===== src/rtl/word_writer.sv =====
// Stores one 16-bit word into an 8-bit memory as two byte writes.
// The byte order is set by HI_FIRST, and the second byte goes to the next (wrapping) address.
module word_writer #(
    parameter int unsigned ADDR_W   = 13,
    parameter int unsigned HI_FIRST = 1
) (
    input  logic              clk,
    input  logic              rst,
    input  logic              start,
    input  logic [15:0]       word,
    input  logic [ADDR_W-1:0] addr,
    output logic              ready,
    input  logic              mem_rdy,
    output logic              wr,
    output logic [7:0]        data_out,
    output logic [ADDR_W-1:0] addr_out,
    output logic              done
);

    localparam bit HiFirst = (HI_FIRST != 0);

    typedef enum logic [1:0] {
        StIdle,
        StFirst,
        StSecond
    } state_e;

    state_e            state_q, state_d;
    logic [15:0]       word_q, word_d;
    logic [ADDR_W-1:0] addr_q, addr_d;
    logic              wr_q, wr_d;
    logic [7:0]        data_q, data_d;
    logic [ADDR_W-1:0] addr_out_q, addr_out_d;
    logic              ready_q, ready_d;
    logic              done_q, done_d;

    always_comb begin
        state_d    = state_q;
        word_d     = word_q;
        addr_d     = addr_q;
        wr_d       = wr_q;
        data_d     = data_q;
        addr_out_d = addr_out_q;
        ready_d    = ready_q;
        done_d     = 1'b0;

        unique case (state_q)
            StIdle: begin
                // The first byte is taken straight from the inputs so wr rises on the accept edge.
                if (start && ready_q) begin
                    state_d    = StFirst;
                    word_d     = word;
                    addr_d     = addr;
                    wr_d       = 1'b1;
                    data_d     = HiFirst ? word[15:8] : word[7:0];
                    addr_out_d = addr;
                    ready_d    = 1'b0;
                end
            end
            StFirst: begin
                if (mem_rdy) begin
                    state_d    = StSecond;
                    data_d     = HiFirst ? word_q[7:0] : word_q[15:8];
                    addr_out_d = addr_q + ADDR_W'(1);
                end
            end
            StSecond: begin
                if (mem_rdy) begin
                    state_d = StIdle;
                    wr_d    = 1'b0;
                    ready_d = 1'b1;
                    done_d  = 1'b1;
                end
            end
            default: begin
                state_d = StIdle;
                wr_d    = 1'b0;
                ready_d = 1'b1;
            end
        endcase
    end

    always_ff @(posedge clk) begin
        if (rst) begin
            state_q    <= StIdle;
            word_q     <= '0;
            addr_q     <= '0;
            wr_q       <= 1'b0;
            data_q     <= '0;
            addr_out_q <= '0;
            ready_q    <= 1'b1;
            done_q     <= 1'b0;
        end else begin
            state_q    <= state_d;
            word_q     <= word_d;
            addr_q     <= addr_d;
            wr_q       <= wr_d;
            data_q     <= data_d;
            addr_out_q <= addr_out_d;
            ready_q    <= ready_d;
            done_q     <= done_d;
        end
    end

    assign ready    = ready_q;
    assign wr       = wr_q;
    assign data_out = data_q;
    assign addr_out = addr_out_q;
    assign done     = done_q;

endmodule


===== config.mk =====
export PLATFORM = sky130hd
export DESIGN_NAME = word_writer
export DESIGN_NICKNAME = d
export VERILOG_FILES = /design/src/rtl/word_writer.sv
export SDC_FILE = /design/constraint.sdc
export NUM_CORES = 1
export LEC_CHECK = 0
export CAP_MARGIN = 20
export CORE_UTILIZATION = 30
export CTS_CLUSTER_SIZE = 40
export DETAILED_ROUTE_END_ITERATION = 12
export PLACE_DENSITY = 0.6
export SLEW_MARGIN = 25
export SYNTH_ARGS = -nofsm -noshare
export SYNTH_HDL_FRONTEND = slang
export SYNTH_SLANG_ARGS = --single-unit

===== constraint.sdc =====
create_clock -name clk -period 2.89 [get_ports clk]
set_input_delay 0.578 -clock clk [delete_from_list [all_inputs] [get_ports clk]]
set_output_delay 0.578 -clock clk [all_outputs]
set_load 0.005 [all_outputs]

; ---- Word-level counts from Yosys, hierarchy flattened
; Cells that the tools add are included.
[totals]
out_inout_bits = 24
in_bits = 33
ff_bits = 47
word_cells = 41
[op_classes]
n_reduce_logical = 8
addsub = 1
bitwise_logic = 2
eq_ne = 5
n_mux = 17
[ops]
columns = operator, count
row1 = $mux W13, 2
row2 = $pmux W13 S2, 1
row3 = $mux W8, 2
row4 = $pmux W8 S2, 1
row5 = $add A13 B1 Y13 const B, 1
row6 = $reduce_and A3 Y1, 3
row7 = $mux W2, 3
row8 = $ne A2 B2 Y1 const B, 3
row9 = $pmux W1 S3, 2
row10 = $pmux W2 S3, 1
row11 = $mux W1, 5
row12 = $eq A2 B1 Y1 const B, 1
row13 = $eq A2 B2 Y1 const B, 1
row14 = $logic_not A2 Y1, 1
row15 = $not A1 Y1, 2
row16 = $reduce_and A2 Y1, 1
row17 = $reduce_bool A2 Y1, 1
row18 = $reduce_or A2 Y1, 1
row19 = $logic_and A1 B1 Y1, 1

; ---- Depth between registers and ports, before layout
[logic_depth]
depth_word = 3
mapped_depth = 6
mapped_depth_nobuf = 5

; ---- Worst setup path before layout
; Ideal clock, no wire load.
[synth_timing]
path_type = input -> register
startpoint = input start
endpoint = register addr_out_q[10], in the netlist addr_out[10]
setup_ps = 76
cell_stages = 5
arrival_time_ps = 1466
path_buffers = 1
t_required_ps = 2814
slack_ps = 1349
path_cell_list = nand4bb_4 and2_1 buf_6 or3_4 o22ai_1
[synth_via]
elab_chain_len = 3
[synth_lines]
columns = item, line
row1 = start: declaration, 9  ; input logic start,
row2 = $logic_and A1 B1 Y1, 50  ; if (start && ready_q) begin
row3 = $ne A2 B2 Y1 (no source line), --
row4 = $reduce_and A3 Y1 (no source line), --
row5 = end signal: assignment, 99  ; addr_out_q <= addr_out_d;
row6 = end: declaration, 33  ; logic [ADDR_W-1:0] addr_out_q, addr_out_d;
; Every way passes these cells.
; A chain may end at the register's enable or synchronous reset.

; ---- Worst setup path after layout
[layout_timing]
startpoint = input mem_rdy
endpoint = register addr_out_q[10], in the netlist addr_out[10]
[layout_via]
elab_chain_len = 2
[layout_lines]
columns = item, line
row1 = start: declaration, 13  ; input logic mem_rdy,
row2 = $ne A2 B2 Y1 (no source line), --
row3 = $reduce_and A3 Y1 (no source line), --
; Every way passes these cells.

==> results.ini <==
[cells_and_area]
multi_input_area_sq_um=1020
syn2layout_area_growth_pct=34.3
final_cells=378
drive_gt1_share_pct=6.64
n_antenna_cell=0
postLayoutCellArea_sq_um=2770
register_area_sq_um=941
fillCellCount=664
nets=334

[die]
initial_core_util_pct=31.7
dieHeight_microns=84.9
die_x_microns=84.9
core-area_sq_um=6490
io_pins=57
rows=29
dieArea_sq_um=7210

[drt]
dr_total_vias=1880
avgRoutedWirePerCell_microns=13.4
drtIter0Drc=95
routed_wl_microns=5070
drc=3
ant_nets=0
routed_via_density=4.97
dr.pass1.iters=10

[logic_synthesis]
async_flop_share_pct=0
synth.distinct_cells=38
synth_top_flop_cell=dfxtp_1
syn_area_sq_um=2060
synth_edf_count=0
synth_top_area_share_pct=45.6
yosysSeqAreaShare_pct=45.6
yosys-top-cells-area=dfxtp_1, nand2_1, a21oi_1, a311oi_1, nor2_1
yosysWarnings=0
synth_top_area_cell=dfxtp_1
syn_nets=287
syn_inst=253
syn_area_per_cell_sq_um=8.15
yosys_register_bits=47

[timing]
fmax_mhz=488
worstMarginPinSlew_ns=0.685
fin_crit_sh_pct=70.9
fin_crit_ns=2.05
skew_ns=0.0105
rsz0062_at_grt=false
relSlewSlack_pct=54.3
drv_slew=0
fin_hold_ws_ns=0.461
tns_ns=0
setup_viol=0
hold_violations=0

[global_route]
grt_pass1_wl_microns=8560
grt_pass1_vias=1695
antenna_found_initial=0
grt.total_usage_pct=15.1
grt_max_degree=28
grt_overflow=0

[clocking]
hold_buffers=0
cts_post_setup_buffers_inserted=0
cts_resized=0
clk_latency_ns=0.31
cts_root_buf=clkbuf_8
cts.sinks=47
clock_path_buffers=2
path_clk_slew_ns=0.10
cts_buffers=5
cts_tree=yes
cts_htree_levels=2

[power]
ir_worst_vdd_mv=0.274
totalPowerFinal_uw=1560
p_leak_uw=0.00101
powerDensity_nw_per_um2=564

[worst_setup_path]
cp_data_arrival_time_ns=2.29
cp.required_ns=3.13
ff2ff_path_depth=5
reg2reg_slack_ns=1.09
r2r_start=state_q[0]
r2r-end=addr_out[3]
end_kind=flop
path_max_fanout=18
criticalPathCategory=in2reg
start_kind=input pin

[min_path]
min_to=word_q[2]
whs_path_depth=2
hold_class=reg2reg
worstHoldStart=word_q[2]

[run_status]
outcome=finished, violations left
violations=DRC

[run]
cap_viol_max_count=0

[place]
place.gp.congestion=0.724
io_buffers=56
hpwl_microns=3340
dp_cells=370
placed_area_sq_um=2650

==> worst max-delay path by stage <==
stage	start	end	slack, ns
6_report	mem_rdy	addr_out[10]	0.84
5_1_grt	mem_rdy	addr_out[10]	0.71
4_1_cts	mem_rdy	addr_out[10]	0.84
3_5_place_dp	mem_rdy	addr_out[10]	0.51
3_3_place_gp	mem_rdy	addr_out[12]	0.56
2_1_floorplan	start	addr_out[10]	1.35
==> metal layers <==
| layer | GRT usage [%] | vias to the layer above | wire, microns |
|---|---|---|---|
| li1 | - | 965 | - |
| met2 | 23.6 | 52 | 2310 |
| met4 | 4.62 | 0 | 42 |
| met3 | 4.47 | 4 | 336 |
| met1 | 20.2 | 859 | 2380 |
| met5 | 0 | - | 0 |
==> placed cells by master (no fill, tap or decap), types with 3 or more instances in the layout <==
cell type and n:
nand2_1 66, clkdlybuf4s50_1 55, dfxtp_1 47, a21oi_1 30
nor2_1 21, a311oi_1 9, xor2_1 6, nand3b_1 5
nand3_1 5, clkbuf_8 5, buf_4 5, a21boi_0 4
o22ai_1 4, nand4_1 4, o41ai_1 3
==> cells in the mapped netlist (2+ instances only) <==
cell,number
and3_1,2
a21oi_1,30
a211o_1,2
o22ai_1,4
xnor2_1,2
nor2_1,21
nand3b_1,5
nand2_1,66
a21o_1,2
nand3_1,5
a21boi_0,4
o41ai_1,3
a311oi_1,9
dfxtp_1,47
buf_2,9
and4_1,2
xor2_1,6
clkbuf_1,11
nand4_1,4
==> registers in the layout (all words and copies together), names as in the netlist <==
signal	cells
addr_q	13
addr_out	13
word_q	8
ready	1
state_q	2
done	1
data_out	8
wr	1
==> layout make-up <==
| cell class | instances | area share, % |
|---|---|---|
| Clock inverter | 3 | 1.67 |
| Inverter | 1 | 0.136 |
| Timing Repair Buffer | 61 | 21.4 |
| Clock buffer | 5 | 2.49 |
| Multi-Input combinational cell | 184 | 36.8 |
| Sequential cell | 47 | 34.0 |
| Tap cell | 77 | 3.48 |
==> power by group <==
part / internal, uW / leakage [uW] / switching, uW
clock: 261 / 0.0000548 / 249
combinational: 164 / 0.000572 / 142
sequential: 704 / 0.000386 / 39.9
total: 1130 / 0.00101 / 431
==> logic make-up after synthesis <==
logic type / synth area share (%)
adder cells (fa/ha/maj): 0.607
flip-flops: 45.6
AO/OA/AOI/OAI: 18.6
AND/OR/NAND/NOR: 26.8
XOR/XNOR: 3.40
buffers and inverters: 4.91
==> metrics by stage <==
step / util, % / setup WS (ns)
final: 42.6 / 0.842
after CTS: 42.6 / 0.843
after global placement: 40.9 / 0.561
after detailed placement: 40.9 / 0.507
after floorplan: - / 1.35
after global routing: 42.6 / 0.706
==> critical path, cell delays in order <==
cell and delay [ns]:
clkdlybuf4s50_1 0.54, nand3b_1 0.13, and2_1 0.41, or3_4 0.46, o22ai_1 0.17
Note: power is estimated with default switching activity, not from simulation.
